## src/rtl/y86_pkg.sv

```systemverilog
// Shared definitions for the Y86 multi-cycle sequencer: opcodes, status codes, FSM states.
package y86_pkg;

  localparam logic [3:0] IcodeNop    = 4'h0;
  localparam logic [3:0] IcodeHalt   = 4'h1;
  localparam logic [3:0] IcodeRrmovl = 4'h2;
  localparam logic [3:0] IcodeIrmovl = 4'h3;
  localparam logic [3:0] IcodeRmmovl = 4'h4;
  localparam logic [3:0] IcodeMrmovl = 4'h5;
  localparam logic [3:0] IcodeOpl    = 4'h6;
  localparam logic [3:0] IcodeJxx    = 4'h7;
  localparam logic [3:0] IcodeCall   = 4'h8;
  localparam logic [3:0] IcodeRet    = 4'h9;
  localparam logic [3:0] IcodePushl  = 4'hA;
  localparam logic [3:0] IcodePopl   = 4'hB;

  // Highest defined opcode; anything above is an illegal instruction.
  localparam logic [3:0] IcodeMax    = IcodePopl;

  typedef enum logic [1:0] {
    StatAok = 2'b00,
    StatHlt = 2'b01,
    StatAdr = 2'b10,
    StatIns = 2'b11
  } stat_e;

  typedef enum logic [2:0] {
    StIdle,
    StFetch,
    StDecode,
    StExecute,
    StMemory,
    StWriteback,
    StPcupd,
    StStop
  } state_e;

  // Opcodes that touch data memory and therefore pass through the MEMORY state.
  function automatic logic needs_mem(logic [3:0] icode);
    return icode inside {IcodeRmmovl, IcodeMrmovl, IcodeCall, IcodeRet, IcodePushl, IcodePopl};
  endfunction

endpackage

```

## src/rtl/y86_wait_timer.sv

```systemverilog
// Loadable down-counter that flags a memory handshake waiting TIMEOUT cycles without an ack.
module y86_wait_timer #(
  parameter int unsigned TIMEOUT = 16
) (
  input  logic i_clk,
  input  logic i_rst,
  input  logic i_load,
  input  logic i_dec,
  output logic o_expire
);

  localparam int unsigned W = (TIMEOUT > 2) ? $clog2(TIMEOUT) : 1;
  // Loading TIMEOUT-1 makes the count hit zero on the TIMEOUT-th waiting cycle.
  localparam logic [W-1:0] LoadVal = W'((TIMEOUT == 0) ? 0 : TIMEOUT - 1);
  localparam logic Enable = (TIMEOUT != 0);

  logic [W-1:0] r_cnt;

  // Reload while not waiting, count down on each cycle without an acknowledge.
  always_ff @(posedge i_clk or posedge i_rst) begin
    if (i_rst) begin
      r_cnt <= LoadVal;
    end else if (i_load) begin
      r_cnt <= LoadVal;
    end else if (i_dec && (r_cnt != '0)) begin
      r_cnt <= r_cnt - 1'b1;
    end
  end

  assign o_expire = Enable && !i_load && (r_cnt == '0);

endmodule

```

## src/rtl/y86_seq_ctrl.sv

```systemverilog
// Multi-cycle Y86 sequencer: steps one instruction through the stages, owns the memory
// handshakes, the PC write strobe, the architectural status and the retired count.
module y86_seq_ctrl #(
  parameter int unsigned TIMEOUT = 16,
  parameter int unsigned CNT_W   = 32
) (
  input  logic             clk_i,
  input  logic             rst_i,
  input  logic             run_i,
  output logic             imem_req_o,
  input  logic             imem_ack_i,
  input  logic             imem_err_i,
  input  logic [3:0]       icode_i,
  output logic             dmem_req_o,
  input  logic             dmem_ack_i,
  input  logic             dmem_err_i,
  output logic             fetch_en_o,
  output logic             decode_en_o,
  output logic             execute_en_o,
  output logic             memory_en_o,
  output logic             wb_en_o,
  output logic             pc_we_o,
  output logic [1:0]       stat_o,
  output logic             halted_o,
  output logic             busy_o,
  output logic [CNT_W-1:0] instr_cnt_o
);

  import y86_pkg::*;

  state_e           r_state;
  stat_e            r_stat;
  logic [3:0]       r_icode;
  logic [CNT_W-1:0] r_cnt;
  logic             r_imem_req;
  logic             r_dmem_req;
  logic             r_decode_en;
  logic             r_execute_en;
  logic             r_wb_en;
  logic             r_pc_we;

  logic w_in_wait;
  logic w_wait_ack;
  logic w_timer_load;
  logic w_timer_dec;
  logic w_expire;

  assign w_in_wait    = (r_state == StFetch) || (r_state == StMemory);
  assign w_wait_ack   = (r_state == StFetch) ? imem_ack_i : dmem_ack_i;
  // Holding the timer in load outside FETCH/MEMORY clears it on every entry.
  assign w_timer_load = !w_in_wait;
  assign w_timer_dec  = w_in_wait && !w_wait_ack;

  y86_wait_timer #(
    .TIMEOUT (TIMEOUT)
  ) u_wait_timer (
    .i_clk    (clk_i),
    .i_rst    (rst_i),
    .i_load   (w_timer_load),
    .i_dec    (w_timer_dec),
    .o_expire (w_expire)
  );

  // Stage sequencing, fault capture and registered strobes; an ack always beats the timeout.
  always_ff @(posedge clk_i or posedge rst_i) begin
    if (rst_i) begin
      r_state      <= StIdle;
      r_stat       <= StatAok;
      r_icode      <= IcodeNop;
      r_cnt        <= '0;
      r_imem_req   <= 1'b0;
      r_dmem_req   <= 1'b0;
      r_decode_en  <= 1'b0;
      r_execute_en <= 1'b0;
      r_wb_en      <= 1'b0;
      r_pc_we      <= 1'b0;
    end else begin
      r_decode_en  <= 1'b0;
      r_execute_en <= 1'b0;
      r_wb_en      <= 1'b0;
      r_pc_we      <= 1'b0;
      unique case (r_state)
        StIdle: begin
          if (run_i) begin
            r_state    <= StFetch;
            r_imem_req <= 1'b1;
          end
        end
        StFetch: begin
          if (imem_ack_i) begin
            r_imem_req <= 1'b0;
            if (imem_err_i) begin
              r_stat  <= StatAdr;
              r_state <= StStop;
            end else if (icode_i > IcodeMax) begin
              r_stat  <= StatIns;
              r_state <= StStop;
            end else if (icode_i == IcodeHalt) begin
              // HALT retires but never updates the PC.
              r_stat  <= StatHlt;
              r_cnt   <= r_cnt + CNT_W'(1);
              r_state <= StStop;
            end else begin
              r_icode     <= icode_i;
              r_state     <= StDecode;
              r_decode_en <= 1'b1;
            end
          end else if (w_expire) begin
            r_imem_req <= 1'b0;
            r_stat     <= StatAdr;
            r_state    <= StStop;
          end
        end
        StDecode: begin
          r_state      <= StExecute;
          r_execute_en <= 1'b1;
        end
        StExecute: begin
          if (needs_mem(r_icode)) begin
            r_state    <= StMemory;
            r_dmem_req <= 1'b1;
          end else begin
            r_state <= StWriteback;
            r_wb_en <= 1'b1;
          end
        end
        StMemory: begin
          if (dmem_ack_i) begin
            r_dmem_req <= 1'b0;
            if (dmem_err_i) begin
              r_stat  <= StatAdr;
              r_state <= StStop;
            end else begin
              r_state <= StWriteback;
              r_wb_en <= 1'b1;
            end
          end else if (w_expire) begin
            r_dmem_req <= 1'b0;
            r_stat     <= StatAdr;
            r_state    <= StStop;
          end
        end
        StWriteback: begin
          r_state <= StPcupd;
          r_pc_we <= 1'b1;
        end
        StPcupd: begin
          r_cnt <= r_cnt + CNT_W'(1);
          if (run_i) begin
            r_state    <= StFetch;
            r_imem_req <= 1'b1;
          end else begin
            r_state <= StIdle;
          end
        end
        StStop: begin
          r_state <= StStop;
        end
      endcase
    end
  end

  // Capture strobes for FETCH/MEMORY follow the acknowledge combinationally.
  assign fetch_en_o   = (r_state == StFetch) && imem_ack_i && !imem_err_i &&
                        (icode_i <= IcodeMax);
  assign memory_en_o  = (r_state == StMemory) && dmem_ack_i && !dmem_err_i;

  assign imem_req_o   = r_imem_req;
  assign dmem_req_o   = r_dmem_req;
  assign decode_en_o  = r_decode_en;
  assign execute_en_o = r_execute_en;
  assign wb_en_o      = r_wb_en;
  assign pc_we_o      = r_pc_we;
  assign stat_o       = r_stat;
  assign halted_o     = (r_stat != StatAok);
  assign busy_o       = (r_state != StIdle) && (r_state != StStop);
  assign instr_cnt_o  = r_cnt;

endmodule

```

## config.mk

```make
export PLATFORM = sky130hd
export DESIGN_NAME = y86_seq_ctrl
export DESIGN_NICKNAME = d
export VERILOG_FILES = /design/src/rtl/y86_pkg.sv /design/src/rtl/y86_wait_timer.sv /design/src/rtl/y86_seq_ctrl.sv
export SDC_FILE = /design/constraint.sdc
export NUM_CORES = 1
export LEC_CHECK = 0
export CORE_UTILIZATION = 40
export DETAILED_ROUTE_END_ITERATION = 8
export GPL_TIMING_DRIVEN = 0
export HOLD_SLACK_MARGIN = 0.08
export PLACE_DENSITY_LB_ADDON = 0.05
export SYNTH_ARGS = -nofsm -noshare
export SYNTH_HDL_FRONTEND = slang
export SYNTH_HIERARCHICAL = 1
export SYNTH_SLANG_ARGS = --single-unit
```

## constraint.sdc

```tcl
create_clock -name clk_i -period 1.9 [get_ports clk_i]
set_input_delay 0.475 -clock clk_i [delete_from_list [all_inputs] [get_ports clk_i]]
set_output_delay 0.475 -clock clk_i [all_outputs]
set_load 0.05 [all_outputs]
```

# Word level (Yosys, flattened, before mapping)
# Cells that the tools add are included.
# Widths: inputs -> output; s select.
# totals
reg_bits	51
output_inout_bits	44
elab_cells	119
# classes
n_addsub	2
magnitude_cmp	2
eq_ne	27
muxes	45
n_bitwise	3
n_reduce_logical	29
# ops
op	count
$mux 32	4
$pmux 32 s2	1
$add 32x1->32 const B	1
$pmux 3 s8	1
$mux 3	7
$mux 1	18
$eq 4x4->1 const B	4
$mux 2	8
$eq 3x3->1 const B	4
$ne 2x2->1 const B	5
$reduce_and 5->1	2
$reduce_bool 2->1	5
$logic_and 1x1->1	9
$reduce_and 3->1	3
$eq 4x3->1 const B	2
$mux 4	2
$eq 3x2->1 const B	2
$ne 2x1->1 const B	3
$ne 3x2->1 const B	2
$ne 3x3->1 const B	2
$pmux 1 s2	3
$reduce_bool 6->1	1
$ne 5x3->1 const B	1
$eq 4x1->1 const B	1
13 further kinds	17

# Logic depth before layout (Yosys ltp)
# depth
word_depth	7
depth_mapped	9

# Cells and area by module
# The synthesis kept the hierarchy.
# by_module_without_submodules
mod	n_inst	cells_each	area_each_um2	seq_area_each_um2
y86_seq_ctrl	1	223	2351.0	1151.1
y86_wait_timer	1	24	234.0	105.1

# Least setup slack after synthesis
# No wires, ideal clock.
# synth_path
kind	register -> output
startpoint	register r_state[1]
endpoint	output fetch_en_o
t_arrival_ns	1.983
t_required_ns	1.425
slack_ns	-0.558
path_stages_with_launch	5
n_path_buf	1
cell_sequence	dfrtp_1 clkbuf_1 or3b_4 or2_2 a21oi_1
# synth_between
elab_chain_cells	4
# synth_rtl
item	line_no	rtl
start: declaration	y86_seq_ctrl.sv:31	state_e r_state;
start signal: assignment	y86_seq_ctrl.sv:67	r_state <= StIdle;
start signal: assignment	y86_seq_ctrl.sv:85	r_state <= StFetch;
start signal: assignment	y86_seq_ctrl.sv:94	r_state <= StStop;
$eq 3x1->1	y86_seq_ctrl.sv:164	assign fetch_en_o = (r_state == StFetch) && imem_ack_i && !imem_err_i &&
$logic_and 1x1->1 (3 in a row)	y86_seq_ctrl.sv:164	
end: declaration	y86_seq_ctrl.sv:17	output logic fetch_en_o,
# No other way between the ends.

# Final worst setup path
# layout_path
startpoint	input imem_err_i
endpoint	output fetch_en_o
# layout_between
elab_chain_cells	3
# layout_rtl
item	line_no	rtl
start: declaration	y86_seq_ctrl.sv:12	input logic imem_err_i,
$logic_not 1->1	y86_seq_ctrl.sv:164	
$logic_and 1x1->1 (2 in a row)	y86_seq_ctrl.sv:164	
# No other way between the ends.

==> impl_metrics.env <==
export IMPL_outcome="finished with violations"
export IMPL_violations="setup timing"
export IMPL_cts_root_buf="clkbuf_8"
export IMPL_maxSlewViolCount=0
export IMPL_dp_hpwl_um=4060
export IMPL_slowest_delay_ps=440
export IMPL_cts_sinks=50
export IMPL_synthArstFlopShare=1.00
export IMPL_clk_pin_slew_ps=100
export IMPL_synthCells=247
export IMPL_p_leak_nw=1.69
export IMPL_fill_cells=541
export IMPL_drt_iter0_drc=104
export IMPL_nNetsFinal=337
export IMPL_hold_viol_final=0
export IMPL_vdd_drop_max_mv=0.972
export IMPL_gp_congestion=0.782
export IMPL_cp_required_ps=1420
export IMPL_num_vias=2126
export IMPL_finalPower_mw=3.79
export IMPL_yosys_register_bits=50
export IMPL_die_width_um=82.4
export IMPL_cts_tree="built"
export IMPL_arrival_ps=1690
export IMPL_reg2reg_slack_ps=-150
export IMPL_antenna_found_initial=0
export IMPL_crit_type="input port to primary output"
export IMPL_crit_buf_inv=2
export IMPL_dr_pass1_iters=5
export IMPL_start_util=0.427
export IMPL_clock_fmax_mhz=462
export IMPL_grt_use_total=0.190
export IMPL_combPwrFrac=0.459
export IMPL_p_int_mw=2.17
export IMPL_io_pins=55
export IMPL_drt_total_wl_um=5960
export IMPL_maxCapViolCount=0
export IMPL_pwr_share_seq=0.374
export IMPL_synth_cell_type_count=50
export IMPL_ys_seq_area_frac=0.486
export IMPL_rsz0062_at_grt="true"
export IMPL_worstPathCellList="clkdlybuf4s50_1, nand2b_4, or2_4, a21oi_2, buf_6"
export IMPL_io_buffers=54
export IMPL_clock_latency_ps=310
export IMPL_die_h_um=82.4
export IMPL_layout_setup_ws_ps=-265
export IMPL_drive_above_1_share=0.274
export IMPL_hold_class="input port to register"
export IMPL_final_area_um2=3570
export IMPL_worst_setup_path_start_kind="input port"
export IMPL_worst_clock_skew_ps=12.1
export IMPL_p_per_area_nw_per_um2=1060
export IMPL_grt_max_degree=36
export IMPL_vias_per_cell=5.32
export IMPL_grt_pass1_wl_um=9660
export IMPL_cp_slowest_cell="clkdlybuf4s50_1"
export IMPL_detail_route_antenna_nets=0
export IMPL_multi_input_area_um2=1380
export IMPL_path_delay_family="buffers and inverters"
export IMPL_dieArea_um2=6790
export IMPL_worst_slew_pin_slew_ps=687
export IMPL_syn_area_um2=2580
export IMPL_period_share=1.14
export IMPL_syn_area_per_cell_um2=10.5
export IMPL_grt_pass1_vias=2014
export IMPL_max_slew_margin_rel=0.540
export IMPL_swShare=0.426
export IMPL_std_cell_rows=28
export IMPL_cts_buffer_depth=2
export IMPL_ys_flop_type="dfrtp_1"
export IMPL_final_min_clock_period_ps=2170
export IMPL_switching_power_mw=1.61
export IMPL_grt_ovfl_total=0
export IMPL_critPathCaptureType="primary output"
export IMPL_cts_buffers_inserted=5
export IMPL_regArea_um2=1260
export IMPL_core_um2=6060
export IMPL_htree_levels=2
export IMPL_wl_per_cell_um=14.9
export IMPL_clock_power_share=0.167
export IMPL_yosysWarnings=6
export IMPL_synth_edf_count=0
export IMPL_drc=0
export IMPL_place_area_um2=3300
export IMPL_syn_num_nets=260
export IMPL_syn_to_final_growth_pct=37.9
export IMPL_antennaDiodeCount=0
export IMPL_setup_violations_final=23
export IMPL_crit_fanout=4
-- worst paths after layout --
kind,endpoint,cells after the start,startpoint
max,fetch_en_o,5,imem_err_i
min,r_icode[1],2,icode_i[1]
max reg2reg,stat_o[0],9,u_wait_timer/r_cnt[0]
min reg2reg,instr_cnt_o[31],1,instr_cnt_o[31]
max in group asynchronous,instr_cnt_o[0],3,rst_i
min in group asynchronous,instr_cnt_o[5],2,rst_i
-- layout make-up --
type	instances	share of cell area
Inverter	11	0.0116
Clock inverter	3	0.00596
Timing Repair Buffer	74	0.182
Tap cell	75	0.0263
Clock buffer	5	0.0193
Buffer	5	0.0137
Multi-Input combinational cell	177	0.387
Sequential cell	50	0.353
-- routing by layer --
metal / vias up / track usage / part of all wire
met1: 1031 / 0.263 / 0.48
met2: 50 / 0.299 / 0.47
met4: 0 / 0.0526 / 0.0072
met5: - / 0 / 0
met3: 4 / 0.0429 / 0.047
li1: 1041 / - / -
-- synth_stat cells, types with 4 or more instances --
library cell	instances	share of area
dfrtp_1	46	0.45
inv_1	11	0.016
dfstp_2	4	0.041
nand4_1	22	0.053
a21oi_1	9	0.017
nand3_1	16	0.031
nor2_1	16	0.023
and3_1	7	0.017
clkbuf_1	4	0.0058
nand2_1	14	0.020
or2_2	4	0.0097
xnor2_1	30	0.10
o21ai_0	6	0.012
nand2b_1	5	0.012
-- registers in the layout, indices dropped and copies added (netlist names), 2 cells and up --
signal / cells
instr_cnt_o: 32
r_state: 3
stat_o: 2
r_icode: 3
u_wait_timer/r_cnt: 4
-- what timing repair did --
| item | in CTS | in global routing |
|---|---|---|
| pin swaps | 7 | 17 |
| setup buffers | 10 | 8 |
| hold buffers | 0 | 0 |
| gates resized for setup | 93 | 25 |
| endpoints found under the setup margin | 87 | 35 |
| gates cloned | 2 | 0 |
-- kinds of logic (layout without fill, tap and decap cells) --
family | count (synthesis) | count (layout) | synth area share
adders and majority gates | 2 | 2 | 0.00968
buffers and inverters | 20 | 98 | 0.0397
xor gates and xnor gates | 31 | 31 | 0.105
and+or+nand+nor | 107 | 107 | 0.243
AOI/OAI and AO/OA | 32 | 32 | 0.0949
DFF | 50 | 50 | 0.486
muxes | 5 | 5 | 0.0213
-- metrics by stage --
step / hold slack (ps) / TNS, ps / instances / utilization / setup slack [ps]
2_1_floorplan: 430 / -2540 / 247 / - / -250
3_3_place_gp: 464 / -56630 / 376 / 0.542 / -1090
3_5_place_dp: 469 / -26020 / 377 / 0.545 / -1090
4_1_cts: 455 / -1120 / 395 / 0.575 / -266
5_1_grt: 402 / -3960 / 400 / 0.588 / -305
6_report: 411 / -1440 / 400 / 0.588 / -265
-- power groups by stage --
| stage | Clock, mW | Sequential, mW | Combinational [mW] |
|---|---|---|---|
| final | 0.632 | 1.42 | 1.74 |
| after global routing | 0.704 | 1.44 | 1.87 |
| after detailed placement | 0 | 1.43 | 1.58 |
| after CTS | 0.659 | 1.41 | 1.71 |
| after global placement | 0 | 1.43 | 1.56 |
| after floorplan | 0 | 1.78 | 0.751 |
-- placed cells by master (no fill, tap or decap), drive strengths merged, types with 2 or more instances in the layout --
cell type and instances:
dfrtp 46, dlygate4sd2 43, xnor2 30, buf 27, nand4 22, nor2 16, nand3 16, nand2 14
inv 11, a21oi 9, clkbuf 9, and3 8, o21ai 6, nand2b 5, dfstp 4, mux2 4
or2 4, nor4 4, nor3 4, nor2b 3, o21bai 3, clkdlybuf4s50 3, and2 2, nor3b 2
a31oi 2, a311oi 2, ha 2, or3b 2, a211o 2, clkinv 2, clkdlybuf4s15 2
No activity file was read; power rests on OpenSTA's default activity.
